[config.mk]
export PLATFORM = sky130hd
export DESIGN_NAME = vga_mmio_flat
export DESIGN_NICKNAME = d
export VERILOG_FILES = /design/src/rtl/vga_mmio_pkg.sv /design/src/rtl/vga_mmio_if.sv /design/src/rtl/vga_mmio_vsync_edge.sv /design/src/rtl/vga_mmio.sv /design/src/flat_wrapper.sv
export SDC_FILE = /design/constraint.sdc
export NUM_CORES = 1
export LEC_CHECK = 0
export ABC_AREA = 1
export ABC_CLOCK_PERIOD_IN_PS = 1700
export BUFFER_PORTS_ARGS = -buffer_cell sky130_fd_sc_hd__buf_2
export CAP_MARGIN = 20
export CORE_MARGIN = 2
export CORE_UTILIZATION = 56
export DETAILED_ROUTE_END_ITERATION = 16
export PLACE_DENSITY = 0.9
export RECOVER_POWER = 25
export SLEW_MARGIN = 20
export SYNTH_ARGS = -nofsm -noshare
export SYNTH_HDL_FRONTEND = slang
export SYNTH_SLANG_ARGS = --single-unit
[constraint.sdc]
create_clock -name clk -period 1.7 [get_ports clk]
set_clock_uncertainty 0.05 [all_clocks]
set_input_delay 0.17 -clock clk [delete_from_list [all_inputs] [get_ports clk]]
set_output_delay 0.17 -clock clk [all_outputs]
set_load 0.005 [all_outputs]
[src/rtl/vga_mmio_pkg.sv]
// Shared constants for the VGA MMIO register block: register offsets,
// the CTRL bit layout and the default base address of the register window.
package vga_mmio_pkg;

  localparam logic [15:0] DEFAULT_BASE_ADR = 16'hFF00;

  localparam logic [2:0] OFF_VALUE  = 3'd0;
  localparam logic [2:0] OFF_P1     = 3'd1;
  localparam logic [2:0] OFF_P2     = 3'd2;
  localparam logic [2:0] OFF_P3     = 3'd3;
  localparam logic [2:0] OFF_P4     = 3'd4;
  localparam logic [2:0] OFF_CTRL   = 3'd5;
  localparam logic [2:0] OFF_STATUS = 3'd6;

  localparam int CTRL_SYNC_BIT = 0;
  localparam int NUM_SHADOW    = 5;

endpackage

[src/rtl/vga_mmio_if.sv]
// CPU-side load/store bus of the VGA MMIO block; the CPU drives the
// master modport, the register block implements the slave modport.
interface vga_mmio_if;
  logic        memwrite;
  logic        memread;
  logic [15:0] adr;
  logic [15:0] writedata;
  logic [15:0] rdata;
  logic        rvalid;
  logic        hit;

  modport master (
    output memwrite, memread, adr, writedata,
    input  rdata, rvalid, hit
  );

  modport slave (
    input  memwrite, memread, adr, writedata,
    output rdata, rvalid, hit
  );
endinterface

[src/rtl/vga_mmio_vsync_edge.sv]
// Registers the active-low vsync once and flags the cycle where it falls,
// which marks the start of vertical blanking.
module vsync_edge (
  input  logic clk,
  input  logic rst,
  input  logic vsync,
  output logic vblank_start
);

  logic vs_d;
  logic vs_q;

  always_comb begin
    vs_d = vsync;
  end

  // Reset to high so a falling edge needs vsync seen high first.
  always_ff @(posedge clk) begin
    if (rst) begin
      vs_q <= 1'b1;
    end else begin
      vs_q <= vs_d;
    end
  end

  assign vblank_start = vs_q & ~vsync;

endmodule

[src/rtl/vga_mmio.sv]
// Memory-mapped display operand registers: CPU stores land in shadow copies
// that are committed to the live outputs either immediately or at vblank.
module vga_mmio
  import vga_mmio_pkg::*;
#(
  parameter logic [15:0] BASE_ADR = DEFAULT_BASE_ADR,
  parameter int          FRAME_W  = 15
) (
  input  logic          clk,
  input  logic          rst,
  vga_mmio_if.slave     bus,
  input  logic          vsync,
  output logic [15:0]   value,
  output logic [15:0]   p1,
  output logic [15:0]   p2,
  output logic [15:0]   p3,
  output logic [15:0]   p4
);

  logic [15:0]        shadow_q [NUM_SHADOW];
  logic [15:0]        shadow_d [NUM_SHADOW];
  logic [15:0]        live_q   [NUM_SHADOW];
  logic [15:0]        live_d   [NUM_SHADOW];
  logic               sync_q, sync_d;
  logic               pending_q, pending_d;
  logic [FRAME_W-1:0] frame_q, frame_d;
  logic [15:0]        rdata_q, rdata_d;
  logic               rvalid_q, rvalid_d;

  logic               hit_s;
  logic [2:0]         off_s;
  logic               store_hit_s;
  logic               shadow_store_s;
  logic               load_hit_s;
  logic               commit_s;
  logic               vblank_start_s;
  logic [14:0]        frame_ext_s;
  logic [15:0]        reg_rd_s;

  vsync_edge u_vsync_edge (
    .clk          (clk),
    .rst          (rst),
    .vsync        (vsync),
    .vblank_start (vblank_start_s)
  );

  assign hit_s       = (bus.adr[15:3] == BASE_ADR[15:3]);
  assign off_s       = bus.adr[2:0];
  assign frame_ext_s = 15'(frame_q);

  always_comb begin
    store_hit_s    = bus.memwrite & hit_s;
    shadow_store_s = store_hit_s & (off_s <= OFF_P4);
    load_hit_s     = bus.memread & hit_s & ~bus.memwrite;
    // With SYNC set, pending updates wait for the start of vblank.
    commit_s       = pending_q & (~sync_q | vblank_start_s);
  end

  always_comb begin
    for (int i = 0; i < NUM_SHADOW; i++) begin
      if (store_hit_s && (off_s == 3'(i))) begin
        shadow_d[i] = bus.writedata;
      end else begin
        shadow_d[i] = shadow_q[i];
      end
      // Commit takes the pre-store shadow; a same-edge store stays pending.
      if (commit_s) begin
        live_d[i] = shadow_q[i];
      end else begin
        live_d[i] = live_q[i];
      end
    end

    if (store_hit_s && (off_s == OFF_CTRL)) begin
      sync_d = bus.writedata[CTRL_SYNC_BIT];
    end else begin
      sync_d = sync_q;
    end

    if (shadow_store_s) begin
      pending_d = 1'b1;
    end else if (commit_s) begin
      pending_d = 1'b0;
    end else begin
      pending_d = pending_q;
    end

    if (vblank_start_s) begin
      frame_d = frame_q + {{(FRAME_W-1){1'b0}}, 1'b1};
    end else begin
      frame_d = frame_q;
    end
  end

  always_comb begin
    case (off_s)
      OFF_VALUE:  reg_rd_s = shadow_q[0];
      OFF_P1:     reg_rd_s = shadow_q[1];
      OFF_P2:     reg_rd_s = shadow_q[2];
      OFF_P3:     reg_rd_s = shadow_q[3];
      OFF_P4:     reg_rd_s = shadow_q[4];
      OFF_CTRL:   reg_rd_s = {15'h0000, sync_q};
      OFF_STATUS: reg_rd_s = {frame_ext_s, pending_q};
      default:    reg_rd_s = 16'h0000;
    endcase

    if (load_hit_s) begin
      rdata_d  = reg_rd_s;
      rvalid_d = 1'b1;
    end else begin
      rdata_d  = rdata_q;
      rvalid_d = 1'b0;
    end
  end

  always_ff @(posedge clk) begin
    if (rst) begin
      for (int i = 0; i < NUM_SHADOW; i++) begin
        shadow_q[i] <= 16'h0000;
        live_q[i]   <= 16'h0000;
      end
      sync_q    <= 1'b1;
      pending_q <= 1'b0;
      frame_q   <= '0;
      rdata_q   <= 16'h0000;
      rvalid_q  <= 1'b0;
    end else begin
      for (int i = 0; i < NUM_SHADOW; i++) begin
        shadow_q[i] <= shadow_d[i];
        live_q[i]   <= live_d[i];
      end
      sync_q    <= sync_d;
      pending_q <= pending_d;
      frame_q   <= frame_d;
      rdata_q   <= rdata_d;
      rvalid_q  <= rvalid_d;
    end
  end

  assign value      = live_q[0];
  assign p1         = live_q[1];
  assign p2         = live_q[2];
  assign p3         = live_q[3];
  assign p4         = live_q[4];
  assign bus.rdata  = rdata_q;
  assign bus.rvalid = rvalid_q;
  assign bus.hit    = hit_s;

endmodule

[src/flat_wrapper.sv]
// flat-port wrapper written by rule: the top's interface ports become plain ports
module vga_mmio_flat import vga_mmio_pkg::*;
#(
  parameter logic [15:0] BASE_ADR = DEFAULT_BASE_ADR,
  parameter int          FRAME_W  = 15
)
  (clk, rst, vsync, value, p1, p2, p3, p4, bus_memwrite, bus_memread, bus_adr, bus_writedata, bus_rdata, bus_rvalid, bus_hit);
  vga_mmio_if bus_i ();
  input  logic clk;
  input  logic rst;
  input  logic vsync;
  output logic [15:0] value;
  output logic [15:0] p1;
  output logic [15:0] p2;
  output logic [15:0] p3;
  output logic [15:0] p4;
  input wire logic [$bits(bus_i.memwrite)-1:0] bus_memwrite;
  input wire logic [$bits(bus_i.memread)-1:0] bus_memread;
  input wire logic [$bits(bus_i.adr)-1:0] bus_adr;
  input wire logic [$bits(bus_i.writedata)-1:0] bus_writedata;
  output wire logic [$bits(bus_i.rdata)-1:0] bus_rdata;
  output wire logic [$bits(bus_i.rvalid)-1:0] bus_rvalid;
  output wire logic [$bits(bus_i.hit)-1:0] bus_hit;
  assign bus_i.memwrite = bus_memwrite;
  assign bus_i.memread = bus_memread;
  assign bus_i.adr = bus_adr;
  assign bus_i.writedata = bus_writedata;
  assign bus_rdata = bus_i.rdata;
  assign bus_rvalid = bus_i.rvalid;
  assign bus_hit = bus_i.hit;
  vga_mmio #(.BASE_ADR(BASE_ADR), .FRAME_W(FRAME_W)) u_core (.clk(clk), .rst(rst), .bus(bus_i), .vsync(vsync), .value(value), .p1(p1), .p2(p2), .p3(p3), .p4(p4));
endmodule
# Word level (Yosys, flattened, before mapping)

Memory sizes are Yosys's and may differ from the RTL's.
Cells that the tools add are included.
W data, S select, Z words.

Bits in writable memories: 160
Memories kept: 2
Flip-flop bits (word level): 35
Logic and storage cells: 72
Output and inout port bits: 98
Input port bits: 37

Bitwise operators: 20
Order comparisons: 1
Eq/ne operators: 7
Muxes and demuxes: 27
Add/sub/neg operators: 1
Reduce and logical (&&, ||, !) cells: 8

Memories:

| memory          | depth | width | read ports | clocked after Yosys merged registers in | write ports | line           | text |
|---|---|---|---|---|---|---|---|
| u_core.live_q   | 5     | 16    | 5          | 0                                       | 5           | vga_mmio.sv:22 | `logic [15:0] live_q [NUM_SHADOW];` |
| u_core.shadow_q | 5     | 16    | 5          | 0                                       | 5           | vga_mmio.sv:20 | `logic [15:0] shadow_q [NUM_SHADOW];` |

Operator list:

| operator                | count |
|---|---|
| $mux W16                | 20 |
| $pmux W16 S7            | 1 |
| $add A15 B1 Y15 const B | 1 |
| $eq A13 B13 Y1 const B  | 1 |
| $or A1 B1 Y1            | 11 |
| $eq A3 B3 Y1 const B    | 3 |
| $and A1 B1 Y1           | 6 |
| $eq A3 B2 Y1 const B    | 2 |
| $logic_and A1 B1 Y1     | 6 |
| $mux W1                 | 6 |
| $eq A3 B1 Y1 const B    | 1 |
| $le A3 B3 Y1 const B    | 1 |
| $logic_not A3 Y1        | 1 |
| $not A1 Y1              | 3 |
| $reduce_bool A2 Y1      | 1 |

# Longest topological paths before layout

Gate-level depths: netlist of the first run.

Depth in word-level cells: 6
Depth in mapped cells: 11
Depth with buffers taken out: 9

# Modules after synthesis

From an unflattened synthesis of the first run, not the netlist that was laid out.

Cell total of the unflattened synthesis: 1205
Area, all modules: 8424.3 um2

By module, submodules not included:

| module     | seq. area each (um2) | instances | cells an instance | area each (um2) |
|---|---|---|---|---|
| vga_mmio   | 3883.7               | 1         | 1199              | 8385.5 |
| vsync_edge | 20.0                 | 1         | 6                 | 38.8 |

# Least setup slack after synthesis of the first run

No wires, ideal clock.

Path kind: register to register
Start point: register u_core.frame_q[0], in the netlist u_core.frame_ext_s[0]
End point: register u_core.frame_q[10], in the netlist u_core.frame_ext_s[10]
Data arrival time: 1.267 ns
Path slack: 0.264 ns
Stages on the path, launching flop included: 9
Buffers on the path: 0
Library setup time: 0.119 ns
Path through: dfxtp_1 -> ha_1 -> inv_2 -> nor2_1 -> nand2_1 -> nor2_2 -> nand2_1 -> o21ai_0 -> a21oi_1

Word-level cells in the longest chain between the ends: 1

Ends and longest elaborated chain:

| element                | line            | text |
|---|---|---|
| from (decl)            | vga_mmio.sv:26  | `logic [FRAME_W-1:0] frame_q, frame_d;` |
| from (signal assigned) | vga_mmio.sv:134 | `frame_q <= frame_d;` |
| $add A15 B1 Y15        | vga_mmio.sv:89  | `frame_d = frame_q + {{(FRAME_W-1){1'b0}}, 1'b1};` |

No other way between the ends.
A chain may end at the register's enable or synchronous reset.

==> metrics.csv, run 1 <==
metric,value,unit
status,finished clean,
CTS Root Cell,clkbuf_16,
clock-pin transition on the worst setup and hold timing paths,0.08,ns
layout cells sized above 1,15.33,%
drt first-iter violations,992,
Max VDD drop,0.7444,mV
critical-path cell list,dlygate4sd3_1 -> clkbuf_1 -> inv_2 -> nand2_2 -> nand2_1 -> nand2_1 -> inv_4 -> buf_16 -> o21ai_0 -> a21oi_1,
Non-Filler Instances,1502,
core area,0.01459,mm²
initial core utilization,57.41,%
# rows,44,
Synth Warn #,0,
CP max stage cell,dlygate4sd3_1,
Reg-to-Reg End,u_core.frame_ext_s[10]$_SDFFE_PP0P_,
Routed WL per cell,16.28,µm
sequential area share after synthesis,46.61,%
final worst-path cycle share,92.95,%
Die Area,0.01595,mm²
Placed Cells,1467,
Area Overhead vs Synth,15.91,%
diode count,0,
final WL,24450,µm
Worst-Skew Late Latency,0.45,ns
fmax,0.6328,GHz
Yosys cell types,31,
# fillers,1249,
vias in the first global route,7471,
Critical Path Fanout Max,60,
cells after synthesis,1200,
RSZ-0062 raised after global routing,false,
number of remaining DRC errors,0,
CP Class,in2reg,
final-report setup violation count,0,
arrival time worst endpoint,1.90,ns
first-pass GRT wire length,38660,µm
Reg2Reg Depth,8,
pre-CTS setup slack,0.03758,ns
H-tree depth,4,
"Buf+Inv Stages, Crit Path",5,
PD cells,922.5,mW/mm²
Final Max Tran Viols,0,
First-pass DRT Iterations,6,
worst min path class,in2reg,
CP most frequent cell,nand2_1,
setup TNS,0,ns
final-stage net count,1343,
relative slew slack,73.73,%
Setup crit start kind,primary input,
Vias,8082,
leakage power,0.004855,µW
placer congestion estimate,1.014,
"setup slack, reg-to-reg",0.15,ns
Hold Crit Depth,3,
maxcap violations,0,
worst slew pin tran,0.3911,ns
Synth Cell Area,0.008376,mm²
crit path to,u_core.live_q[0][14]$_SDFFE_PP0P_,
Critical Path Start,vsync,
syn_nets,1238,
grt total ovfl,0,
clock tree buffer depth,2,
critical path capture point type,register,
Worst Path Required,2.02,ns
postcts setup bufs,0,
"Avg Cell Area, Syn",6.980,µm²
CP Depth,10,
clock sink count,195,
post-route setup slack,0.1198,ns
CP peak stage delay,0.53,ns
Post-DP HPWL,17140,µm
I/O Pins,135,
largest net degree at the start of global routing,64,
Fin. Hold Viols,0,
drt via density,5.381,
# port buffers,134,
antenna violations before repair,0,
post-synthesis register bit count,195,
CTS tree,yes,
Die X,126.3,µm
reg2reg start,u_core.frame_ext_s[0]$_SDFFE_PP0P_,
number of nets still failing antenna checks after routing,0,
Total GRT Usage,30.99,%
DIE HEIGHT,126.3,µm
fin crit period,1.580,ns
crit-path leading delay family,buffers and inverters,
CTS Buf Count,17,
-- sequential cells by signal, indices dropped and copies added (netlist names) --
register and count:
u_core.sync_q 1, u_core.u_vsync_edge.vs_q 1, u_core.shadow_q 80, u_core.live_q 80, u_core.pending_q 1, u_core.frame_ext_s 15
u_core.bus.rvalid 1, u_core.bus.rdata 16
-- cells in the final DEF (no fill, tap or decap), types with 4 or more instances in the layout --
| master | n |
|---|---|
| a21oi_1 | 107 |
| buf_2 | 116 |
| clkbuf_16 | 17 |
| nand3_2 | 4 |
| nand4_1 | 34 |
| dfxtp_1 | 195 |
| clkinv_1 | 4 |
| nor2_2 | 5 |
| nor3_1 | 7 |
| nand3_4 | 5 |
| buf_12 | 4 |
| o21ai_1 | 23 |
| clkinv_4 | 4 |
| inv_2 | 12 |
| clkbuf_1 | 17 |
| buf_4 | 18 |
| nand3_1 | 28 |
| inv_1 | 106 |
| nand2_1 | 298 |
| nor2_1 | 206 |
| o21ai_0 | 79 |
-- timing repair --
item | in CTS | in global routing
gates resized for setup | 0 | 1
hold buffers | 3 | 0
setup endpoints to repair | 0 | 1
endpoints found under the hold margin | 2 | 0
-- per-stage QoR --
step	power (µW)	utilization, %	hold WS, ns	instance area, µm²
after detailed placement	5020	62.36	0.3364	9097
after global routing	9185	66.54	0.02294	9708
after global placement	5019	62.36	0.3254	9097
final	8955	66.54	0.03392	9708
after floorplan	4859	-	0.1985	8376
after CTS	8946	66.65	0.02695	9723
-- where the power goes --
part	switching [µW]	leakage (µW)	internal [µW]
clock network	1880	0.000291	2150
registers	6.83	0.00157	4570
logic	262	0.00299	92.0
total	2140	0.00485	6810
-- how the worst min path moves through the flow --
stage                           start                             endpoint  slack [ns]
global route        bus_writedata[14]  u_core.shadow_q[0][46]$_SDFFE_PP0P_        0.02
global placement                vsync  u_core.u_vsync_edge.vs_q$_SDFF_PP1_        0.33
floorplan                         rst   u_core.frame_ext_s[4]$_SDFFE_PP0P_        0.20
detailed placement              vsync  u_core.u_vsync_edge.vs_q$_SDFF_PP1_        0.34
finish              bus_writedata[13]  u_core.shadow_q[0][45]$_SDFFE_PP0P_        0.03
CTS                 bus_writedata[13]  u_core.shadow_q[0][45]$_SDFFE_PP0P_        0.03
-- cells in the mapped netlist --
cell type	instances	area [µm²]
nor2_8	1	20.02
or2_1	1	6.260
clkinv_1	4	15.01
clkbuf_1	20	75.07
inv_2	14	52.55
buf_2	32	160.2
a31oi_1	1	6.260
a211oi_1	1	7.510
xnor2_1	1	8.760
nand3_4	5	87.58
nand2_2	1	6.260
nand3b_1	1	7.510
dfxtp_1	195	3904
nand3_2	4	40.04
a21oi_1	107	535.5
xor2_1	1	8.760
buf_1	6	22.52
buf_6	11	123.9
inv_1	106	397.9
nand3_1	28	140.1
nor2_1	206	773.2
nor3_1	7	35.03
o211ai_1	1	7.510
nand4_1	34	212.7
o21ai_0	79	395.4
buf_4	5	37.54
o21ai_1	23	115.1
nor2_2	5	31.28
nor2_4	1	11.26
ha_1	1	12.51
nand2_1	298	1119
-- cell type report --
cell class                 count  area, µm²  share of cell area [%]
sequential                   195       3904                   40.21
inverter                     124      470.5                   4.846
clock inverter                13      142.6                   1.469
multi-input combinational    807       3587                   36.95
clock buffer                  19      452.9                   4.666
timing repair buffer         160      920.9                   9.486
tap                          184      230.2                   2.371
-- worst register-to-register path, cell delays in order, from the launching register on --
cell and delay, ns:
dfxtp_1 0.41, ha_1 0.19, inv_2 0.03, nor2_1 0.13, nand2_1 0.10, nor2_2 0.23, nand2_1 0.10, o21ai_0 0.16
a21oi_1 0.06
-- per-layer routing --
metal	share of wire, %	global-route usage (%)
met1	43	41.62
met4	4.2	13.06
met2	45	48.67
met5	0	0
met3	8.2	6.706
-- cells by family after synthesis --
kind of cell    share of synthesized area, %
flops                                  46.61
buf+inv                                10.56
xor+xnor                              0.2092
simple gates                           29.73
fa+ha+maj                             0.1494
compound gates                         12.74
(Power assumes the default switching activity.)
==> inputs of run 2 (changes only) <==
Settings changed: RECOVER_POWER 25 to 100.
==> run 2 against run 1 <==
  * Final area fell by 0.70%
  * Total power barely moved
  * Clock power is essentially flat
  * Die area stayed put
  * Core utilization decreased by 0.46 points
  * Setup slack improved by 0.0029 ns
  * Count of clock-buffer cells in the layout did not move
  * First-iteration DRC count up 0.40%
  * Hold slack lost 0.0011 ns
  * Sequential share of layout area is 0.28 points higher
  * Critical path type unchanged
  * Critical endpoint unchanged
==> metrics.csv, run 2 (synthesis gave the netlist of run 1 again) <==
metric,value,unit,change
status,finished clean,,unchanged
fin crit period,1.577,ns,was 1.580 ns
antenna violations before repair,0,,unchanged
# rows,44,,unchanged
fmax,0.6340,GHz,was 0.6328 GHz
leakage power,0.004747,µW,was 0.004855 µW
layout cells sized above 1,13.73,%,was 15.33%
largest net degree at the start of global routing,64,,unchanged
"Buf+Inv Stages, Crit Path",5,,unchanged
CP max stage cell,dlygate4sd3_1,,unchanged
first-pass GRT wire length,38660,µm,unchanged
H-tree depth,4,,unchanged
"setup slack, reg-to-reg",0.13,ns,was 0.15 ns
"commonest cells after routing, fill and taps aside","298 x nand2_1, 206 x nor2_1, 195 x dfxtp_1",,unchanged
First-pass DRT Iterations,8,,was 6
Pwr Total,8950,µW,was 8955 µW
Fin. Hold Viols,0,,unchanged
Max VDD drop,0.7512,mV,was 0.7444 mV
Critical Path Fanout Max,60,,unchanged
maxcap violations,0,,unchanged
"Cell Area, Placed",0.009097,mm²,unchanged
postcts setup bufs,0,,unchanged
arrival time worst endpoint,1.90,ns,about the same
placer congestion estimate,1.014,,unchanged
CTS tree,yes,,unchanged
diode count,0,,unchanged
final WL,24470,µm,was 24450 µm
fin area,0.009641,mm²,was 0.009708 mm²
setup TNS,0,ns,unchanged
CTS Buf Count,17,,unchanged
worst slew pin tran,0.6169,ns,was 0.3911 ns
# port buffers,134,,unchanged
Reg2Reg Depth,8,,unchanged
number of remaining DRC errors,0,,unchanged
critical path capture point type,register,,unchanged
worst min path class,in2reg,,unchanged
Die Area,0.01595,mm²,unchanged
vias in the first global route,7471,,unchanged
drt via density,5.342,,was 5.381
final core occ,66.08,%,was 66.54%
Non-Filler Instances,1502,,unchanged
crit-path leading delay family,buffers and inverters,,unchanged
Placed Cells,1467,,unchanged
Die X,126.3,µm,unchanged
initial core utilization,57.41,%,unchanged
Worst-Skew Late Latency,0.45,ns,about the same
clock-pin transition on the worst setup and hold timing paths,0.07,ns,was 0.08 ns
core area,0.01459,mm²,unchanged
clock sink count,195,,unchanged
Final Max Tran Viols,0,,unchanged
Vias,8023,,was 8082
"most common cell after layout, fill and taps aside",nand2_1,,unchanged
relative slew slack,58.83,%,was 73.73%
Worst Path Required,2.02,ns,about the same
CP peak stage delay,0.53,ns,about the same
drt first-iter violations,996,,was 992
critical-path cell list,dlygate4sd3_1 -> clkbuf_1 -> inv_2 -> nand2_2 -> nand2_1 -> nand2_1 -> inv_4 -> buf_16 -> o21ai_0 -> a21oi_1,,unchanged
final-report setup violation count,0,,unchanged
grt total ovfl,0,,unchanged
Area Overhead vs Synth,15.10,%,was 15.91%
Setup crit start kind,primary input,,unchanged
final-stage net count,1343,,unchanged
DIE HEIGHT,126.3,µm,unchanged
RSZ-0062 raised after global routing,false,,unchanged
CP most frequent cell,nand2_1,,unchanged
Hold Crit Depth,3,,unchanged
final worst-path cycle share,92.78,%,was 92.95%
PD cells,928.4,mW/mm²,was 922.5 mW/mm²
I/O Pins,135,,unchanged
Total GRT Usage,30.99,%,unchanged
CP Class,in2reg,,unchanged
number of nets still failing antenna checks after routing,0,,unchanged
CP Depth,10,,unchanged
CTS Root Cell,clkbuf_16,,unchanged
Post-DP HPWL,17140,µm,unchanged
Routed WL per cell,16.29,µm,was 16.28 µm
clock tree buffer depth,2,,unchanged
run 2: cell types whose count changed in the layout (fill, tap and decap cells not counted), moves of 2 or more:
cell / before / now
buf_2: 116 / 100
clkbuf_1: 17 / 33
inv_2: 12 / 10
nand3_1: 28 / 30
o21ai_0: 79 / 97
o21ai_1: 23 / 5
run 2: final timing paths:
kind / startpoint / end
min: rst / u_core.u_vsync_edge.vs_q$_SDFF_PP1_
min reg2reg: u_core.bus.rdata[15]$_SDFFE_PP0P_ / u_core.bus.rdata[15]$_SDFFE_PP0P_
max reg2reg: u_core.frame_ext_s[0]$_SDFFE_PP0P_ / u_core.frame_ext_s[10]$_SDFFE_PP0P_
max: vsync / u_core.live_q[0][14]$_SDFFE_PP0P_
run 2: repair_timing:
item	4_1_cts	5_1_grt
endpoints found under the hold margin	2	0
resized for setup	0	1
endpoints found under the setup margin	0	1
hold buffers	3	0
run 2: layout make-up:
type | count | area (µm²)
repair buffers | 160 | 884.6
multi-input cells | 807 | 3556
inverters | 124 | 470.5
flip-flops and latches | 195 | 3904
fillers | 1267 | 4949
clock inverters | 13 | 142.6
well taps | 184 | 230.2
clock buffers | 19 | 452.9
run 2: per-stage QoR:
| step | worst slack (ns) | hold WS (ns) |
|---|---|---|
| after floorplan | 0.2641 | 0.1985 |
| final | 0.1227 | 0.03285 |
| after detailed placement | 0.03758 | 0.3364 |
| after CTS | 0.1095 | 0.02695 |
| after global routing | 0.004395 | 0.02294 |
| after global placement | 0.07849 | 0.3254 |
run 2: tightest hold or removal path, delay by kind of cell:
kind                   cells  cell delay [ns]
buffers and inverters      2             0.23
AND/OR/NAND/NOR            1             0.10
run 2: power by group:
group | internal [µW] | total [µW] | switching, µW
Combinational | 91.2 | 350 | 259
Sequential | 4570 | 4580 | 6.85
Clock | 2150 | 4020 | 1870
run 2: metal layers:
metal | track usage [%] | wire, µm | vias to the layer above
met1 | 41.62 | 10480 | 3571
met4 | 13.06 | 1042 | 0
li1 | - | - | 3980
met5 | 0 | 0 | -
met2 | 48.67 | 10930 | 390
met3 | 6.706 | 2008 | 82
==> inputs of run 3 (changes only) <==
Settings changed: CORE_UTILIZATION 56 to 59, CTS_BUF_LIST set to sky130_fd_sc_hd__clkbuf_4 sky130_fd_sc_hd__clkbuf_8, PLACE_DENSITY 0.9 to 0.94.
==> run 3 against run 2 <==
  * Non-clock buffer count up 8
  * Register-to-register slack better by 0.03 ns
  * Sequential power about the same
  * Combinational power up 6.3%
  * Clock power down 16%
  * Final area down 0.77%
  * Fmax up 0.54%
  * Largest cell class unchanged
  * Highest routed layer unchanged
==> metrics.csv, run 3 (synthesis gave the netlist of run 1 again) <==
metric,value,unit,change
CP peak stage delay,0.80,ns,was 0.53 ns
final worst-path cycle share,92.28,%,was 92.78%
final-report setup violation count,0,,unchanged
# rows,43,,was 44
CTS tree,yes,,unchanged
clock sink count,195,,unchanged
worst slew pin tran,1.042,ns,was 0.6169 ns
CTS Root Cell,clkbuf_8,,was clkbuf_16
Die X,123.1,µm,was 126.3 µm
first-pass GRT wire length,36650,µm,was 38660 µm
vias in the first global route,7151,,was 7471
Critical Path Fanout Max,50,,was 60
fin crit period,1.569,ns,was 1.577 ns
First-pass DRT Iterations,6,,was 8
Worst Path Required,2.02,ns,about the same
drt first-iter violations,900,,was 996
crit-path leading delay family,buffers and inverters,,unchanged
critical path capture point type,register,,unchanged
CP Class,in2reg,,unchanged
Fin. Hold Viols,0,,unchanged
Max VDD drop,0.5328,mV,was 0.7512 mV
"Buf+Inv Stages, Crit Path",3,,was 5
maxcap violations,0,,unchanged
I/O Pins,135,,unchanged
leakage power,0.004598,µW,was 0.004747 µW
layout cells sized above 1,11.46,%,was 13.73%
CTS Buf Count,17,,unchanged
"most common cell after layout, fill and taps aside",nand2_1,,unchanged
critical-path cell list,buf_2 -> clkinvlp_2 -> buf_6 -> o21ai_1 -> a21oi_1,,was dlygate4sd3_1 -> clkbuf_1 -> inv_2 -> nand2_2 -> nand2_1 -> nand2_1 -> inv_4 -> buf_16 -> o21ai_0 -> a21oi_1
Setup crit start kind,primary input,,unchanged
antenna violations before repair,0,,unchanged
"commonest cells after routing, fill and taps aside","298 x nand2_1, 207 x nor2_1, 195 x dfxtp_1",,"was 298 x nand2_1, 206 x nor2_1, 195 x dfxtp_1"
status,finished clean,,unchanged
grt total ovfl,0,,unchanged
final-stage net count,1351,,was 1343
# port buffers,134,,unchanged
number of nets still failing antenna checks after routing,0,,unchanged
relative slew slack,30.14,%,was 58.83%
setup TNS,0,ns,unchanged
clock tree buffer depth,2,,unchanged
diode count,0,,unchanged
Vias,8106,,was 8023
"setup slack, reg-to-reg",0.16,ns,was 0.13 ns
worst min path class,in2reg,,unchanged
Worst-Skew Late Latency,0.48,ns,was 0.45 ns
DIE HEIGHT,123.1,µm,was 126.3 µm
Final Max Tran Viols,0,,unchanged
core area,0.01388,mm²,was 0.01459 mm²
placer congestion estimate,1.048,,was 1.014
Total GRT Usage,31.89,%,was 30.99%
final WL,23770,µm,was 24470 µm
fmax,0.6374,GHz,was 0.6340 GHz
number of remaining DRC errors,0,,unchanged
largest net degree at the start of global routing,65,,was 64
hold slack,0.01911,ns,was 0.03285 ns
Die Area,0.01516,mm²,was 0.01595 mm²
initial core utilization,60.34,%,was 57.41%
Routed WL per cell,15.78,µm,was 16.29 µm
H-tree depth,4,,unchanged
CP max stage cell,clkinvlp_2,,was dlygate4sd3_1
arrival time worst endpoint,1.88,ns,was 1.90 ns
drt via density,5.382,,was 5.342
clock-pin transition on the worst setup and hold timing paths,0.10,ns,was 0.07 ns
Post-DP HPWL,16730,µm,was 17140 µm
RSZ-0062 raised after global routing,false,,unchanged
PD cells,870.2,mW/mm²,was 928.4 mW/mm²
Area Overhead vs Synth,14.22,%,was 15.10%
[run 3: changes by cell type in the layout (fill, tap and decap cells not counted), sizes merged]
| cell | before | now |
|---|---|---|
| buf | 123 | 95 |
| clkbuf | 53 | 79 |
| dlygate4sd3 | 3 | 13 |
| bufinv | 1 | 4 |
| inv | 124 | 122 |
| clkinv | 11 | 10 |
[run 3: report_power, final]
part	switching [µW]	internal (µW)	total, µW
clock	1690	1690	3380
sequential	5.60	4570	4580
combinational	262	110	372
[run 3: worst paths after layout]
check                                startpoint                             endpoint  depth (start not counted)
max reg2reg  u_core.frame_ext_s[0]$_SDFFE_PP0P_  u_core.frame_ext_s[10]$_SDFFE_PP0P_                          8
min reg2reg    u_core.bus.rdata[6]$_SDFFE_PP0P_     u_core.bus.rdata[6]$_SDFFE_PP0P_                          2
min                            bus_writedata[0]  u_core.shadow_q[0][32]$_SDFFE_PP0P_                          3
max                                         rst    u_core.live_q[0][61]$_SDFFE_PP0P_                          5
[run 3: timing repair]
action / 4_1_cts / 5_1_grt
endpoints found under the hold margin: 38 / 0
endpoints found under the setup margin: 0 / 1
buffers inserted: 0 / 0
hold buffers: 13 / 0
resized for setup: 0 / 1
[run 3: area by class of cell]
type | instances | area (µm²)
fill | 1168 | 4314
sequential | 195 | 3904
multi-input combinational | 807 | 3571
timing repair buffer | 168 | 944.7
inverter | 124 | 469.2
clock buffer | 19 | 255.2
tap | 180 | 225.2
clock inverter | 13 | 197.7
[run 3: metal layers]
layer / global-route usage [%] / part of all wire (%)
met1: 42.41 / 41
met2: 50.41 / 45
met3: 6.596 / 9.8
met4: 13.57 / 4.0
met5: 0 / 0
[run 3: per-stage QoR]
step	util (%)	setup slack, ns	std cells	total power, µW	instance area [µm²]
global placement	65.49	0.08860	1461	5023	9090
finish	68.92	0.1312	1506	8325	9567
CTS	69.69	0.1091	1506	8333	9673
detailed placement	65.49	0.002289	1461	5025	9090
floorplan	-	0.2641	1200	4859	8376
global route	68.92	0.01564	1506	8549	9567
[run 3: worst register-to-register path, stage by stage, from the launching register on]
cell,delay (ns)
dfxtp_1,0.42
ha_1,0.18
clkinv_1,0.05
nor2_1,0.13
nand2_1,0.12
nor2_4,0.16
nand2_1,0.09
o21ai_0,0.17
a21oi_1,0.06
